## src/rtl/mem_port_arbiter.sv

```systemverilog
// mem_port_arbiter
// Shares one data-memory bus between instruction fetch (port 0, read-only)
// and the load/store unit (port 1, read/write). One transaction at a time,
// round-robin on contention, registered downstream command, combinational
// done/readdata steering back to the owner, and a watchdog that turns a
// hung bus cycle into an error completion.
module mem_port_arbiter #(
  parameter int unsigned TIMEOUT_CYCLES = 1024,
  parameter logic [1:0]  FETCH_SIZE     = 2'b10
) (
  input  logic        clk,
  input  logic        reset_n,
  // port 0: instruction fetch
  input  logic [63:0] p0_address,
  input  logic        p0_read,
  output logic [63:0] p0_readdata,
  output logic        p0_done,
  output logic        p0_err,
  // port 1: load/store unit
  input  logic [63:0] p1_address,
  input  logic [1:0]  p1_datasize,
  input  logic        p1_read,
  input  logic        p1_write,
  input  logic [63:0] p1_writedata,
  output logic [63:0] p1_readdata,
  output logic        p1_done,
  output logic        p1_err,
  // downstream memory bus
  output logic [63:0] m_address,
  output logic [1:0]  m_datasize,
  output logic        m_read,
  output logic        m_write,
  output logic [63:0] m_writedata,
  input  logic [63:0] m_readdata,
  input  logic        m_done,
  // status
  output logic        busy,
  output logic [1:0]  grant
);

  typedef enum logic [1:0] {
    S_IDLE   = 2'd0,
    S_GRANT0 = 2'd1,
    S_GRANT1 = 2'd2
  } state_e;

  // Counter only needs to reach TIMEOUT_CYCLES-1.
  localparam int unsigned CW = (TIMEOUT_CYCLES > 32'd2) ? $clog2(TIMEOUT_CYCLES) : 1;
  localparam int unsigned WD_LAST_INT = (TIMEOUT_CYCLES > 32'd0) ? (TIMEOUT_CYCLES - 32'd1) : 32'd0;
  localparam logic [CW-1:0] WD_LAST = WD_LAST_INT[CW-1:0];
  localparam logic          WD_ON   = (TIMEOUT_CYCLES != 32'd0);

  state_e        state_q, state_d;
  logic          last_q, last_d;       // 0: port 0 served last, 1: port 1
  logic          m_read_q, m_read_d;
  logic          m_write_q, m_write_d;
  logic [63:0]   addr_q, addr_d;
  logic [1:0]    size_q, size_d;
  logic [63:0]   wdata_q, wdata_d;
  logic [CW-1:0] wd_q, wd_d;

  logic          req0_s, req1_s, pick1_s, wd_expire_s;

  // State, command and watchdog registers; async reset drops strobes at once.
  always_ff @(posedge clk or negedge reset_n) begin
    if (!reset_n) begin
      state_q   <= S_IDLE;
      last_q    <= 1'b0;
      m_read_q  <= 1'b0;
      m_write_q <= 1'b0;
      addr_q    <= 64'd0;
      size_q    <= 2'd0;
      wdata_q   <= 64'd0;
      wd_q      <= '0;
    end else begin
      state_q   <= state_d;
      last_q    <= last_d;
      m_read_q  <= m_read_d;
      m_write_q <= m_write_d;
      addr_q    <= addr_d;
      size_q    <= size_d;
      wdata_q   <= wdata_d;
      wd_q      <= wd_d;
    end
  end

  // Arbitration, next-state and owner completion steering.
  always_comb begin
    state_d     = state_q;
    last_d      = last_q;
    m_read_d    = m_read_q;
    m_write_d   = m_write_q;
    addr_d      = addr_q;
    size_d      = size_q;
    wdata_d     = wdata_q;
    wd_d        = wd_q;
    p0_done     = 1'b0;
    p0_err      = 1'b0;
    p0_readdata = 64'd0;
    p1_done     = 1'b0;
    p1_err      = 1'b0;
    p1_readdata = 64'd0;

    req0_s      = p0_read;
    req1_s      = p1_read | p1_write;
    // On contention the port that was not served last wins.
    pick1_s     = req1_s & (~req0_s | ~last_q);
    wd_expire_s = WD_ON & (wd_q == WD_LAST);

    case (state_q)
      S_IDLE: begin
        if (pick1_s) begin
          state_d   = S_GRANT1;
          addr_d    = p1_address;
          size_d    = p1_datasize;
          wdata_d   = p1_writedata;
          m_write_d = p1_write;          // write beats a simultaneous read
          m_read_d  = ~p1_write;
          wd_d      = '0;
        end else if (req0_s) begin
          state_d   = S_GRANT0;
          addr_d    = p0_address;
          size_d    = FETCH_SIZE;
          m_write_d = 1'b0;
          m_read_d  = 1'b1;
          wd_d      = '0;
        end else begin
          state_d   = S_IDLE;
        end
      end

      S_GRANT0: begin
        if (m_done) begin
          p0_done     = 1'b1;
          p0_readdata = m_readdata;
          state_d     = S_IDLE;
          m_read_d    = 1'b0;
          m_write_d   = 1'b0;
          last_d      = 1'b0;
        end else if (wd_expire_s) begin
          p0_done     = 1'b1;
          p0_err      = 1'b1;
          state_d     = S_IDLE;
          m_read_d    = 1'b0;
          m_write_d   = 1'b0;
          last_d      = 1'b0;
        end else begin
          wd_d        = wd_q + {{(CW-1){1'b0}}, 1'b1};
        end
      end

      S_GRANT1: begin
        if (m_done) begin
          p1_done     = 1'b1;
          p1_readdata = m_readdata;
          state_d     = S_IDLE;
          m_read_d    = 1'b0;
          m_write_d   = 1'b0;
          last_d      = 1'b1;
        end else if (wd_expire_s) begin
          p1_done     = 1'b1;
          p1_err      = 1'b1;
          state_d     = S_IDLE;
          m_read_d    = 1'b0;
          m_write_d   = 1'b0;
          last_d      = 1'b1;
        end else begin
          wd_d        = wd_q + {{(CW-1){1'b0}}, 1'b1};
        end
      end

      default: begin
        state_d   = S_IDLE;
        m_read_d  = 1'b0;
        m_write_d = 1'b0;
      end
    endcase
  end

  assign m_address   = addr_q;
  assign m_datasize  = size_q;
  assign m_writedata = wdata_q;
  assign m_read      = m_read_q;
  assign m_write     = m_write_q;
  assign busy        = (state_q == S_GRANT0) || (state_q == S_GRANT1);
  assign grant       = {(state_q == S_GRANT1), (state_q == S_GRANT0)};

endmodule

```

## config.mk

```make
export PLATFORM = sky130hd
export DESIGN_NAME = mem_port_arbiter
export DESIGN_NICKNAME = d
export VERILOG_FILES = /design/src/rtl/mem_port_arbiter.sv
export SDC_FILE = /design/constraint.sdc
export NUM_CORES = 1
export LEC_CHECK = 0
export BUFFER_PORTS_ARGS = -buffer_cell sky130_fd_sc_hd__buf_2
export CAP_MARGIN = 20
export CORE_AREA = 2 2 208 210
export DETAILED_ROUTE_END_ITERATION = 8
export DIE_AREA = 0 0 210 212
export PLACE_DENSITY = 0.41
export SYNTH_ARGS = -nofsm -noshare
export SYNTH_HDL_FRONTEND = slang
export SYNTH_SLANG_ARGS = --single-unit
```

## constraint.sdc

```tcl
create_clock -name clk -period 2 [get_ports clk]
set_clock_uncertainty 0.05 [all_clocks]
set_input_delay 0.3 -clock clk [delete_from_list [all_inputs] [get_ports clk]]
set_output_delay 0.3 -clock clk [all_outputs]
set_load 0.01 [all_outputs]
```

* Word-level counts from Yosys, hierarchy flattened
Cells that the tools add are included.
Operators by class: $add $sub $neg 1, multipliers 0, div/mod/pow operators 0, order comparisons 0, eq/ne operators 9, shift operators 0, muxes and demuxes 35, bitwise gates (word level) 6, reduce and logical (&&, ||, !) cells 11
Operators by type and width (number):
- $mux 64 | 5
- $mux 10 | 4
- $pmux 10 s2 | 1
- $mux 1 | 16
- $add 10x1->10 const B | 1
- $eq 10x10->1 const B | 1
- $mux 2 | 5
- $ne 3x2->1 const B | 2
- $pmux 1 s2 | 3
- $reduce_and 2->1 | 3
- $reduce_bool 2->1 | 3
- $ne 2x2->1 const B | 2
- $pmux 2 s2 | 1
- $reduce_and 4->1 | 1
- $ne 3x1->1 const B | 1
- $ne 3x3->1 const B | 1
- $not 1->1 | 3
- $reduce_and 3->1 | 1
- $eq 2x1->1 const B | 1
- $eq 2x2->1 const B | 1
- $logic_not 2->1 | 1
- $or 1x1->1 | 2
- $reduce_or 2->1 | 1
- $and 1x1->1 | 1
- $logic_or 1x1->1 | 1
Word-level totals: register bits after elaboration 145, bits in latches 0, RAM bits 0, memory bits (read-only) 0, output and inout bits 267, logic and storage cells 70, memories kept 0

* Depth between registers and ports, before layout
word-level depth 5, gate-level depth with buffers 7

* Least setup slack after synthesis
OpenSTA, ideal clock, no wires.
path kind flip-flop to flip-flop, from register state_q[0], to register wd_q[5], data arrival time 1832 ps, required time 1813 ps, slack -19 ps, cell stages (with the launch flop) 8, clock period less this slack 2019 ps, cell sequence dfrtp_1 inv_1 ha_1 or4b_4 and3_4 buf_6 a41o_1 o21bai_1
Between the ends: cells in the longest elaborated chain, start to end 4, elaborated cells between the ends (all ways) 10, classes of those cells 5 x eq/ne; 1 x mux; 4 x reduce/logical
RTL lines:
- start, declared | line 53 | state_e state_q, state_d;
- start signal, assigned | line 76 | state_q <= state_d;
- $eq 2x1->1 / $eq 2x2->1 (equally long branches) | line 110 | case (state_q)
- $reduce_or 2->1 (no line)
- $ne 2x2->1 (no line) / $reduce_bool 2->1 (equally long branches)
- $reduce_and 4->1 (no line)
- end signal, assigned | line 83 | wd_q <= wd_d;
- end, declared | line 60 | logic [CW-1:0] wd_q, wd_d;
Several ways; a longest one is shown, not always the timed one. A chain may end at the register's enable or synchronous reset.

* Worst setup path after layout
from register state_q[0], to output p0_readdata[8]
Between the ends: cells in the longest elaborated chain, start to end 2
RTL lines:
- $eq 2x1->1 | line 110
- $mux 64 | line 110
- end, declared | line 16 | output logic [63:0] p0_readdata,
Every way passes these cells.

==> results.sh <==
export IMPL_final_cells=1792
export IMPL_max_freq_mhz=476
export IMPL_htreeDepth=4
export IMPL_gp_congestion=0.761
export IMPL_cts_sinks=145
export IMPL_initial_core_util_pct=16.9
export IMPL_cts_root_buf="clkbuf_16"
export IMPL_yosysTopAreaCell="dfrtp_1"
export IMPL_drtIter0Drc=407
export IMPL_p_int_mw=11.2
export IMPL_critical_path_arrival_ps=1750
export IMPL_yosysTopAreaCellShare_pct=50.6
export IMPL_syn_nets=945
export IMPL_cp_slowest_cell="dfrtp_1"
export IMPL_synth_cells=677
export IMPL_cts_tree="done"
export IMPL_grt_max_degree=101
export IMPL_utilization_pct=31.0
export IMPL_combPwrFrac_pct=54.3
export IMPL_syn_area_per_cell_sq_um=10.6
export IMPL_fillers=4491
export IMPL_dieArea_sq_mm=0.0445
export IMPL_core_sq_mm=0.0425
export IMPL_ys_seq_elements=145
export IMPL_crit_path_start_kind="register"
export IMPL_clk_latency_ps=440
export IMPL_track_usage_pct=12.6
export IMPL_crit_type="register to output port"
export IMPL_seq_power_share_pct=27.8
export IMPL_setup_slack_ps=-102
export IMPL_worst_pin_slew_ps=654
export IMPL_dp_slack_ps=89.8
export IMPL_hold_violations=0
export IMPL_nNetsFinal=1500
export IMPL_cts_path_max_buffers=2
export IMPL_antenna_left=0
export IMPL_antenna_found_initial=2
export IMPL_ioPinCount=531
export IMPL_synth_seq_area_share_pct=50.6
export IMPL_vias=7406
export IMPL_ys_warn_count=0
export IMPL_fin_crit_sh_pct=105
export IMPL_p_sw_mw=7.01
export IMPL_min_period_ps=2100
export IMPL_clk_pin_slew_worst_paths_ps=70
export IMPL_relSlewSlack_pct=56.4
export IMPL_dp_hpwl_mm=22.8
export IMPL_violations="setup timing"
export IMPL_crit_chain="buf_6 > ha_4 > buf_12 > clkbuf_16 > and3_1 > buf_2"
export IMPL_cellPowerDensity_mw_per_mm2=1380
export IMPL_finalSetupViolCount=131
export IMPL_cp_end_kind="output port"
export IMPL_slowest_delay_ps=400
export IMPL_switching_share_pct=38.6
export IMPL_drv_slew=0
export IMPL_grt_pass1_vias=6993
export IMPL_rsz0062_at_grt="true"
export IMPL_drc=0
export IMPL_syn_to_final_growth_pct=83.5
export IMPL_wl_mm=31.6
export IMPL_power_leakage_nw=6.62
export IMPL_status="finished, violations left"
export IMPL_chipWidth_microns=210
export IMPL_maxCapViolations=0
export IMPL_num_rows=76
export IMPL_synth_cell_types=36
export IMPL_die_h_microns=212
export IMPL_cp_max_fo=7
export IMPL_drive_gt1_share_pct=65.6
export IMPL_placedCellCount=1722
export IMPL_grt_pass1_wl_mm=42.4
export IMPL_portBuffers=530
export IMPL_cp_data_required_time_ps=1650
export IMPL_peakVddDrop_v=0.000508
export IMPL_hold_slack_ps=39.4
export IMPL_drt_vias_per_instance=4.13
export IMPL_p_clk_share_pct=17.9
export IMPL_hold_class="primary input to register"
export IMPL_numCtsBuffers=17
export IMPL_drt_pass1_iterations=4
export IMPL_grt_ovfl_total=0
export IMPL_wl_per_cell_microns=17.6
export IMPL_syn_area_sq_mm=0.00718
export IMPL_synth_area_leaders="dfrtp_1, and3_1, mux2_2"
==> worst max-delay path, delay by kind of cell (launching register included) <==
family	cells	cell delay [ps]
adder cells (fa/ha/maj)	1	180
buffers and inverters	4	580
flip-flops	1	400
AND/OR/NAND/NOR	1	170
==> cell families after synthesis <==
kind of cell             after synthesis  synth area share [%]
multiplexers                         130                  19.2
AO/OA/AOI/OAI                         99                  7.81
flip-flops                           145                  50.6
AND/OR/NAND/NOR                      231                  17.6
adder cells (fa/ha/maj)                4                 0.697
buffers and inverters                 68                  4.08
==> stage by stage <==
stage / cell area (sq um) / setup TNS (ps) / total power [mW]
after global placement: 10700 / 0 / 13.0
after floorplan: 7180 / 0 / 9.41
after global routing: 13200 / -16140 / 19.5
final: 13200 / -8520 / 18.2
after CTS: 11700 / -3010 / 17.0
after detailed placement: 10700 / 0 / 13.1
==> cell type report <==
class / count / area, sq um / area share, %
well taps: 546 / 683 / 5.19
diodes: 1 / 2.50 / 0.0190
clock buffers: 18 / 429 / 3.26
inverters: 7 / 26.3 / 0.199
clock inverters: 14 / 149 / 1.13
repair buffers: 597 / 4350 / 33.0
flip-flops and latches: 145 / 3630 / 27.5
multi-input cells: 464 / 3900 / 29.6
==> layout by cell type, fill, tap and decap left out, types with 15 or more instances in the layout <==
cell type	n
buf_6	116
clkbuf_16	28
buf_12	15
buf_2	421
o21ai_0	71
buf_4	24
mux2i_1	66
dfrtp_1	145
nand2_1	74
mux2_2	64
and3_4	108
and3_1	24
==> metal layers <==
metal | global-route usage (%) | vias up | wire length (microns)
met5 | 0 | - | 13
met4 | 3.86 | 2 | 371
met3 | 3.52 | 22 | 2220
met2 | 20.6 | 292 | 15500
met1 | 16.2 | 3548 | 13500
li1 | - | 3542 | -
==> registers in the layout (all words and copies together) (netlist names) <==
signal,count
m_address,64
m_writedata,64
wd_q,10
m_datasize,2
state_q,2
last_q,1
m_read,1
m_write,1
==> repair_timing <==
item	4_1_cts	5_1_grt
endpoints found under the hold margin	145	0
pin swaps	4	45
gates cloned	4	13
hold buffers	1	0
endpoints found under the setup margin	119	158
buffers inserted	9	10
gates resized for setup	63	201
==> synth_stat cells <==
master,count
a21oi_1,4
a22o_1,3
a2bb2oi_1,1
a31oi_1,12
a32oi_1,1
a41o_1,1
and2_2,1
and3_1,131
and3_2,1
and3_4,1
and4_1,2
and4_2,1
buf_2,21
buf_4,1
buf_6,1
clkbuf_1,38
dfrtp_1,145
ha_1,4
inv_1,7
mux2_2,64
mux2i_1,66
nand2_1,74
nand2b_1,3
nand3_1,4
nand4_1,2
nor2_1,5
nor2b_1,2
nor3_1,2
o211a_1,1
o211ai_1,2
o21ai_0,71
o21bai_1,1
o311ai_2,1
o31ai_1,1
or3_1,1
or4b_4,1
==> path summary, 6_finish.rpt <==
path / from / end / slack (ps) / depth (start not counted)
min in group asynchronous: reset_n / m_writedata[5]$_DFFE_PN0P_ / 220 / 2
worst max register to register: state_q[1]$_DFFE_PN0P_ / wd_q[5]$_DFFE_PN0P_ / 90 / 7
worst min-delay path: p1_datasize[0] / m_datasize[0]$_DFFE_PN0P_ / 40 / 2
worst min register to register: m_address[11]$_DFFE_PN0P_ / m_address[11]$_DFFE_PN0P_ / 420 / 2
max in group asynchronous: reset_n / m_writedata[41]$_DFFE_PN0P_ / 1070 / 3
worst max-delay path: state_q[0]$_DFFE_PN0P_ / p0_readdata[8] / -100 / 6
==> power groups by stage <==
stage / Combinational (mW) / Clock (mW) / Sequential, mW
floorplan: 3.67 / 0 / 5.74
global placement: 7.90 / 0 / 5.08
detailed placement: 7.97 / 0 / 5.09
CTS: 8.54 / 3.41 / 5.08
global route: 10.7 / 3.53 / 5.26
finish: 9.88 / 3.25 / 5.06
Note: power is estimated with default switching activity, not from simulation.
